`config.mk`:
```
export PLATFORM = sky130hd
export DESIGN_NAME = act_mask_scheduler_flat
export DESIGN_NICKNAME = d
export VERILOG_FILES = /design/src/rtl/act_mask_scheduler_pkg.sv /design/src/rtl/act_mask_scheduler_if.sv /design/src/rtl/act_mask_scheduler_lsb_enc.sv /design/src/rtl/act_mask_scheduler.sv /design/src/flat_wrapper.sv
export SDC_FILE = /design/constraint.sdc
export NUM_CORES = 1
export LEC_CHECK = 0
export BUFFER_PORTS_ARGS = -buffer_cell sky130_fd_sc_hd__buf_2
export CAP_MARGIN = 20
export CORE_ASPECT_RATIO = 0.6
export CORE_UTILIZATION = 55
export CTS_BUF_LIST = sky130_fd_sc_hd__clkbuf_4 sky130_fd_sc_hd__clkbuf_8
export DETAILED_ROUTE_END_ITERATION = 10
export MAX_ROUTING_LAYER = met4
export PLACE_DENSITY = 0.9
export SYNTH_ARGS = -nofsm -noshare
export SYNTH_HDL_FRONTEND = slang
export SYNTH_SLANG_ARGS = --single-unit
export TNS_END_PERCENT = 50
```
`constraint.sdc`:
```
create_clock -name clk -period 10 [get_ports clk]
set_input_delay 0.5 -clock clk [delete_from_list [all_inputs] [get_ports clk]]
set_output_delay 0.5 -clock clk [all_outputs]
set_load 0.005 [all_outputs]
```
`src/rtl/act_mask_scheduler_pkg.sv`:
```
// Shared types and helpers for the sparse-activation issue scheduler.
// Optional build macro used by the top: ACT_SCHED_SKIP_ZERO_ACT_EN.
package act_sched_pkg;

  typedef enum logic [0:0] {
    ST_IDLE  = 1'b0,
    ST_ISSUE = 1'b1
  } state_e;

  // Select-index width for a block of bn elements.
  function automatic int mask_width(input int bn);
    return (bn > 1) ? $clog2(bn) : 1;
  endfunction

  // True when exactly one bit of v is set.
  function automatic logic pop_is_one(input logic [63:0] v);
    return (v != 64'd0) && ((v & (v - 64'd1)) == 64'd0);
  endfunction

endpackage

```
`src/rtl/act_mask_scheduler_if.sv`:
```
// Block-input and issue-output handshake bundle of the scheduler.
interface act_mask_scheduler_if #(
  parameter int DATA_WIDTH   = 8,
  parameter int BLOCK_NUMBER = 16,
  parameter int CNT_WIDTH    = 16
);
  localparam int MASK_WIDTH = $clog2(BLOCK_NUMBER);

  logic                             in_valid;
  logic                             in_ready;
  logic [BLOCK_NUMBER-1:0]          in_bitmap;
  logic [BLOCK_NUMBER*DATA_WIDTH-1:0] in_act_data;
  logic                             in_last;
  logic                             out_valid;
  logic                             out_ready;
  logic [MASK_WIDTH-1:0]            out_mask;
  logic [BLOCK_NUMBER*DATA_WIDTH-1:0] out_act_block;
  logic                             out_last;
  logic                             done;
  logic [CNT_WIDTH-1:0]             issue_count;

  // Producer / consumer side (testbench or surrounding pipeline).
  modport master (
    output in_valid, in_bitmap, in_act_data, in_last, out_ready,
    input  in_ready, out_valid, out_mask, out_act_block, out_last, done, issue_count
  );

  // Scheduler side.
  modport slave (
    input  in_valid, in_bitmap, in_act_data, in_last, out_ready,
    output in_ready, out_valid, out_mask, out_act_block, out_last, done, issue_count
  );
endinterface

```
`src/rtl/act_mask_scheduler_lsb_enc.sv`:
```
// Combinational lowest-set-bit encoder with an any-bit-set flag.
module act_sched_lsb_enc #(
  parameter int BLOCK_NUMBER = 16,
  parameter int MASK_WIDTH   = 4
) (
  input  logic [BLOCK_NUMBER-1:0] vec,
  output logic [MASK_WIDTH-1:0]   idx,
  output logic                    any
);

  // Scan from the top down so the lowest set bit is the last one written.
  always_comb begin
    idx = '0;
    any = 1'b0;
    for (int i = BLOCK_NUMBER - 1; i >= 0; i--) begin
      if (vec[i]) begin
        idx = MASK_WIDTH'(i);
        any = 1'b1;
      end else begin
        idx = idx;
      end
    end
  end

endmodule

```
`src/rtl/act_mask_scheduler.sv`:
```
// Sparse-activation issue scheduler: walks the nonzero-weight bitmap of an
// accepted block lowest-first, one select index per handshake.
// Build option: ACT_SCHED_SKIP_ZERO_ACT_EN also drops positions whose
// activation element is zero.
module act_mask_scheduler
  import act_sched_pkg::*;
#(
  parameter int DATA_WIDTH   = 8,
  parameter int BLOCK_NUMBER = 16,
  parameter int CNT_WIDTH    = 16
) (
  input  logic                 clk,
  input  logic                 rst_n,
  act_mask_scheduler_if.slave  bus
);

  localparam int MASK_WIDTH = mask_width(BLOCK_NUMBER);
  localparam int ACT_W      = BLOCK_NUMBER * DATA_WIDTH;

  state_e                  state_q, state_d;
  logic [BLOCK_NUMBER-1:0] rem_q, rem_d;
  logic [ACT_W-1:0]        act_q, act_d;
  logic                    last_q, last_d;
  logic [CNT_WIDTH-1:0]    cnt_q, cnt_d;
  logic                    done_q, done_d;
  logic                    new_win_q, new_win_d;
  logic [MASK_WIDTH-1:0]   mask_q, mask_d;
  logic                    out_last_q, out_last_d;
  logic                    init_q;

  logic [BLOCK_NUMBER-1:0] eff_bitmap;
  logic [MASK_WIDTH-1:0]   enc_idx;
  logic                    enc_any;
  logic                    hs_out;
  logic                    rem_one;
  logic                    in_ready_s;
  logic                    acc;

`ifdef ACT_SCHED_SKIP_ZERO_ACT_EN
  // Dual sparsity: a position issues only if both weight and activation are nonzero.
  always_comb begin
    eff_bitmap = '0;
    for (int i = 0; i < BLOCK_NUMBER; i++) begin
      eff_bitmap[i] = bus.in_bitmap[i] & (|bus.in_act_data[i*DATA_WIDTH +: DATA_WIDTH]);
    end
  end
`else
  // Weight sparsity only; activation values are not inspected.
  always_comb begin
    eff_bitmap = bus.in_bitmap;
  end
`endif

  // Handshake decode; a new block may enter while the last bit of the current one leaves.
  always_comb begin
    hs_out     = (state_q == ST_ISSUE) && bus.out_ready;
    rem_one    = pop_is_one(64'(rem_q));
    in_ready_s = init_q && ((state_q == ST_IDLE) || (hs_out && rem_one));
    acc        = bus.in_valid && in_ready_s;
  end

  // Next-state, remaining-bitmap, counter and window-tracking logic.
  always_comb begin
    state_d   = state_q;
    rem_d     = rem_q;
    act_d     = act_q;
    last_d    = last_q;
    cnt_d     = cnt_q;
    done_d    = 1'b0;
    new_win_d = new_win_q;

    case (state_q)
      ST_ISSUE: begin
        if (hs_out) begin
          rem_d = rem_q & (rem_q - BLOCK_NUMBER'(1));
          if (cnt_q != {CNT_WIDTH{1'b1}}) begin
            cnt_d = cnt_q + CNT_WIDTH'(1);
          end else begin
            cnt_d = cnt_q;
          end
          if (rem_one) begin
            state_d = ST_IDLE;
            if (last_q) begin
              done_d    = 1'b1;
              new_win_d = 1'b1;
            end else begin
              new_win_d = new_win_q;
            end
          end else begin
            state_d = ST_ISSUE;
          end
        end else begin
          state_d = ST_ISSUE;
        end
      end
      ST_IDLE: begin
        state_d = ST_IDLE;
      end
      default: begin
        state_d = ST_IDLE;
      end
    endcase

    // Accept overrides the drained bitmap; the count restarts only for a new window.
    if (acc) begin
      if (new_win_d) begin
        cnt_d = '0;
      end else begin
        cnt_d = cnt_d;
      end
      new_win_d = 1'b0;
      rem_d     = eff_bitmap;
      act_d     = bus.in_act_data;
      last_d    = bus.in_last;
      if (eff_bitmap != '0) begin
        state_d = ST_ISSUE;
      end else begin
        state_d = ST_IDLE;
        if (bus.in_last) begin
          done_d    = 1'b1;
          new_win_d = 1'b1;
        end else begin
          new_win_d = 1'b0;
        end
      end
    end else begin
      rem_d = rem_d;
    end
  end

  act_sched_lsb_enc #(
    .BLOCK_NUMBER (BLOCK_NUMBER),
    .MASK_WIDTH   (MASK_WIDTH)
  ) u_lsb_enc (
    .vec (rem_d),
    .idx (enc_idx),
    .any (enc_any)
  );

  // Precompute the registered select index and final-issue flag for the next cycle.
  always_comb begin
    mask_d     = enc_any ? enc_idx : '0;
    out_last_d = last_d && pop_is_one(64'(rem_d));
  end

  // State and datapath registers.
  always_ff @(posedge clk or negedge rst_n) begin
    if (!rst_n) begin
      state_q    <= ST_IDLE;
      rem_q      <= '0;
      act_q      <= '0;
      last_q     <= 1'b0;
      cnt_q      <= '0;
      done_q     <= 1'b0;
      new_win_q  <= 1'b1;
      mask_q     <= '0;
      out_last_q <= 1'b0;
      init_q     <= 1'b0;
    end else begin
      state_q    <= state_d;
      rem_q      <= rem_d;
      act_q      <= act_d;
      last_q     <= last_d;
      cnt_q      <= cnt_d;
      done_q     <= done_d;
      new_win_q  <= new_win_d;
      mask_q     <= mask_d;
      out_last_q <= out_last_d;
      init_q     <= 1'b1;
    end
  end

  // Output mapping.
  always_comb begin
    bus.in_ready      = in_ready_s;
    bus.out_valid     = (state_q == ST_ISSUE);
    bus.out_mask      = mask_q;
    bus.out_act_block = act_q;
    bus.out_last      = out_last_q;
    bus.done          = done_q;
    bus.issue_count   = cnt_q;
  end

endmodule

```
`src/flat_wrapper.sv`:
```
// flat-port wrapper written by rule: the top's interface ports become plain ports
module act_mask_scheduler_flat import act_sched_pkg::*;
#(
  parameter int DATA_WIDTH   = 8,
  parameter int BLOCK_NUMBER = 16,
  parameter int CNT_WIDTH    = 16
)
  (clk, rst_n, bus_in_valid, bus_in_bitmap, bus_in_act_data, bus_in_last, bus_out_ready, bus_in_ready, bus_out_valid, bus_out_mask, bus_out_act_block, bus_out_last, bus_done, bus_issue_count);
  act_mask_scheduler_if #(.DATA_WIDTH(DATA_WIDTH), .BLOCK_NUMBER(BLOCK_NUMBER), .CNT_WIDTH(CNT_WIDTH)) bus_i ();
  input  logic clk;
  input  logic rst_n;
  input wire logic [$bits(bus_i.in_valid)-1:0] bus_in_valid;
  input wire logic [$bits(bus_i.in_bitmap)-1:0] bus_in_bitmap;
  input wire logic [$bits(bus_i.in_act_data)-1:0] bus_in_act_data;
  input wire logic [$bits(bus_i.in_last)-1:0] bus_in_last;
  input wire logic [$bits(bus_i.out_ready)-1:0] bus_out_ready;
  output wire logic [$bits(bus_i.in_ready)-1:0] bus_in_ready;
  output wire logic [$bits(bus_i.out_valid)-1:0] bus_out_valid;
  output wire logic [$bits(bus_i.out_mask)-1:0] bus_out_mask;
  output wire logic [$bits(bus_i.out_act_block)-1:0] bus_out_act_block;
  output wire logic [$bits(bus_i.out_last)-1:0] bus_out_last;
  output wire logic [$bits(bus_i.done)-1:0] bus_done;
  output wire logic [$bits(bus_i.issue_count)-1:0] bus_issue_count;
  assign bus_i.in_valid = bus_in_valid;
  assign bus_i.in_bitmap = bus_in_bitmap;
  assign bus_i.in_act_data = bus_in_act_data;
  assign bus_i.in_last = bus_in_last;
  assign bus_i.out_ready = bus_out_ready;
  assign bus_in_ready = bus_i.in_ready;
  assign bus_out_valid = bus_i.out_valid;
  assign bus_out_mask = bus_i.out_mask;
  assign bus_out_act_block = bus_i.out_act_block;
  assign bus_out_last = bus_i.out_last;
  assign bus_done = bus_i.done;
  assign bus_issue_count = bus_i.issue_count;
  act_mask_scheduler #(.DATA_WIDTH(DATA_WIDTH), .BLOCK_NUMBER(BLOCK_NUMBER), .CNT_WIDTH(CNT_WIDTH)) u_core (.clk(clk), .rst_n(rst_n), .bus(bus_i));
endmodule
```
==> out/qor.yml <==
multi_input_area_um2: 3230
area_growth_pct: 25.4
grt_overflow: 0
pre_cts_ws_ns: 5.27
mostFrequentLayoutCell: "nand2_1"
synth_seq_cells: 170
criticalPathCategory: "reg2reg"
finalCritPeriodShare_pct: 43.4
ff2ff_setup_slack_ns: 5.66
clk_pin_slew_ns: 0.10
clkSinkCount: 170
hold_buffers: 0
start_kind: "flop"
finalHoldViolCount: 0
min_period_ns: 4.34
core-area_um2: 13700
powerDensity_nw_per_um2: 303
required_ns: 10.34
setup_tns_ns: 0
drive_gt1_share_pct: 29.6
ys.flop_type: "dfrtp_1"
syn_inst: 908
vdd_drop_max_uv: 155
cts_tree: "yes"
maxCapViolations: 0
min_path_type: "in2async"
wl_met1_um: 9180
grt_setup_unrepaired: "no"
rr_worst_depth: 10
netlist_top_cells_area: "dfrtp_1, nand2_1, nor2_1, o21ai_0, clkbuf_1"
fin_skew_ns: 0.0221
die-area_um2: 14600
yosys_warnings: 0
detail_route.first_pass.iterations: 5
setup_viol: 0
timing.final.max_slew_violations: 0
syn_area_um2: 7760
vias: 7233
async_flop_share_pct: 100
synth_edf_count: 0
die_h_um: 94.0
cts_root_buf: "clkbuf_8"
cts_buffers: 17
setup_ws_ns: 5.66
grt_pass1_wl_um: 32600
dr_wl_met2_um: 9960
wl_um: 21000
gp_congestion: 0.966
n_fill_cell: 1107
core.rowCount: 33
max_freq_mhz: 230
start_util_pct: 56.6
regArea_um2: 4260
routed_via_density: 5.21
leakage_nw: 5.43
place_hpwl_um: 15200
synth-seq-area-share_pct: 54.8
drc: 0
post_cts_buffers: 0
yosys.area.top_type: "dfrtp_1"
clk_path_buf_depth: 2
yosysTopAreaCellShare_pct: 54.5
grt_usage_pct: 29.6
die_x_um: 155
status: "complete, no violations"
final_net_count: 1331
grt_pass1_vias: 6536
port_buffers: 300
antenna_found_initial: 1
wl_per_cell_um: 15.1
cp.arrival_ns: 4.69
syn_area_per_cell_um2: 8.55
post_cts_resized: 0
ios: 301
slew_headroom_pct: 29.5
top_layer: "met4"
critPathCaptureType: "flop"
synth.distinct_cells: 64
most-common-layout-cells: "nand2_1, buf_2, dfrtp_1"
ant_nets: 0
wl_met3_um: 1710
synthesis.nets: 1058
insertion_delay_ns: 0.45
grt_max_degree: 110
h-tree-depth: 4
first_iter_violations: 512
critPathMaxFanout: 99
tightestPinTransition_ns: 1.06
[layer usage]
metal  up-vias  global-route usage, %
met5         -                      -
met4         0                   5.96
met3        16                   7.38
met2       308                   44.9
met1      3388                   40.7
li1       3521                      -
[cell type report]
class / count / area share [%]
Antenna cell: 1 / 0.0257
Clock buffer: 18 / 2.54
Clock inverter: 14 / 1.75
Inverter: 12 / 0.463
Multi-Input combinational cell: 675 / 33.2
Sequential cell: 170 / 43.7
Tap cell: 192 / 2.47
Timing Repair Buffer: 305 / 15.9
[cells by family after synthesis]
logic type	Yosys count	synth area share, %
simple gates	554	29.7
flops	170	54.8
compound gates	92	8.17
buf+inv	63	3.72
xor+xnor	13	1.47
mux	10	1.39
fa+ha+maj	5	0.677
other cells	1	0.0483
[cell usage after synthesis (4+ instances only)]
cell type and n:
nand2_1 427, dfrtp_1 169, nor2_1 40, clkbuf_1 28
o21ai_0 23, a21oi_1 18, buf_2 18, nor3_1 16
nand3_1 13, inv_1 12, nor4_1 9, or3_1 9
xor2_1 8, mux2i_1 7, a211oi_1 6, nand4_1 6
or4_1 6, a21o_1 5, or2_2 5, xnor2_1 5
and2_1 4, maj3_1 4, o31ai_1 4
[worst max-delay path: stages, from the launching register on]
cell	delay (ns)
dfrtp_1	0.52
or4_4	0.61
or4_1	0.65
mux2i_1	0.21
a2111o_2	0.18
nand2_1	0.15
nand3_4	0.40
buf_4	0.80
nor2_1	0.24
buf_4	0.26
a211oi_1	0.21
[path summary, 6_finish.rpt]
kind	start	to
worst max register to register	u_core.rem_q[7]	u_core.bus.issue_count[12]
worst max-delay path	u_core.rem_q[7]	u_core.bus.issue_count[12]
min in group clk	bus_in_act_data[69]	u_core.bus.out_act_block[69]
max in group asynchronous	rst_n	u_core.rem_q[4]
worst min-delay path	rst_n	u_core.bus.issue_count[4]
worst min register to register	u_core.bus.out_act_block[82]	u_core.bus.out_act_block[82]
[metrics by stage]
step | util [%] | hold slack [ns] | power, mW | cell area [µm²] | instances
floorplan | - | 0.204 | 1.94 | 7760 | 908
global placement | 67.9 | 0.453 | 2.39 | 9310 | 1353
detailed placement | 67.9 | 0.456 | 2.44 | 9310 | 1353
CTS | 71.0 | 0.159 | 2.95 | 9730 | 1385
global route | 71.0 | 0.164 | 3.18 | 9740 | 1387
finish | 71.0 | 0.107 | 2.95 | 9740 | 1387
[sequential cells by signal (all words and copies together) (netlist names)]
register                  flops
u_core.bus.done               1
u_core.bus.out_act_block    128
u_core.init_q                 1
u_core.bus.out_valid          1
u_core.last_q                 1
u_core.rem_q                 16
u_core.bus.out_last           1
u_core.new_win_q              1
u_core.bus.out_mask           4
u_core.bus.issue_count       16
[where the power goes]
part	switching [mW]	leakage, nW	internal [mW]	total, mW
clock	0.288	0.210	0.220	0.509
sequential	0.215	2.16	0.978	1.19
combinational	0.707	3.06	0.540	1.25
total	1.21	5.43	1.74	2.95
Note: power is estimated with default switching activity, not from simulation.
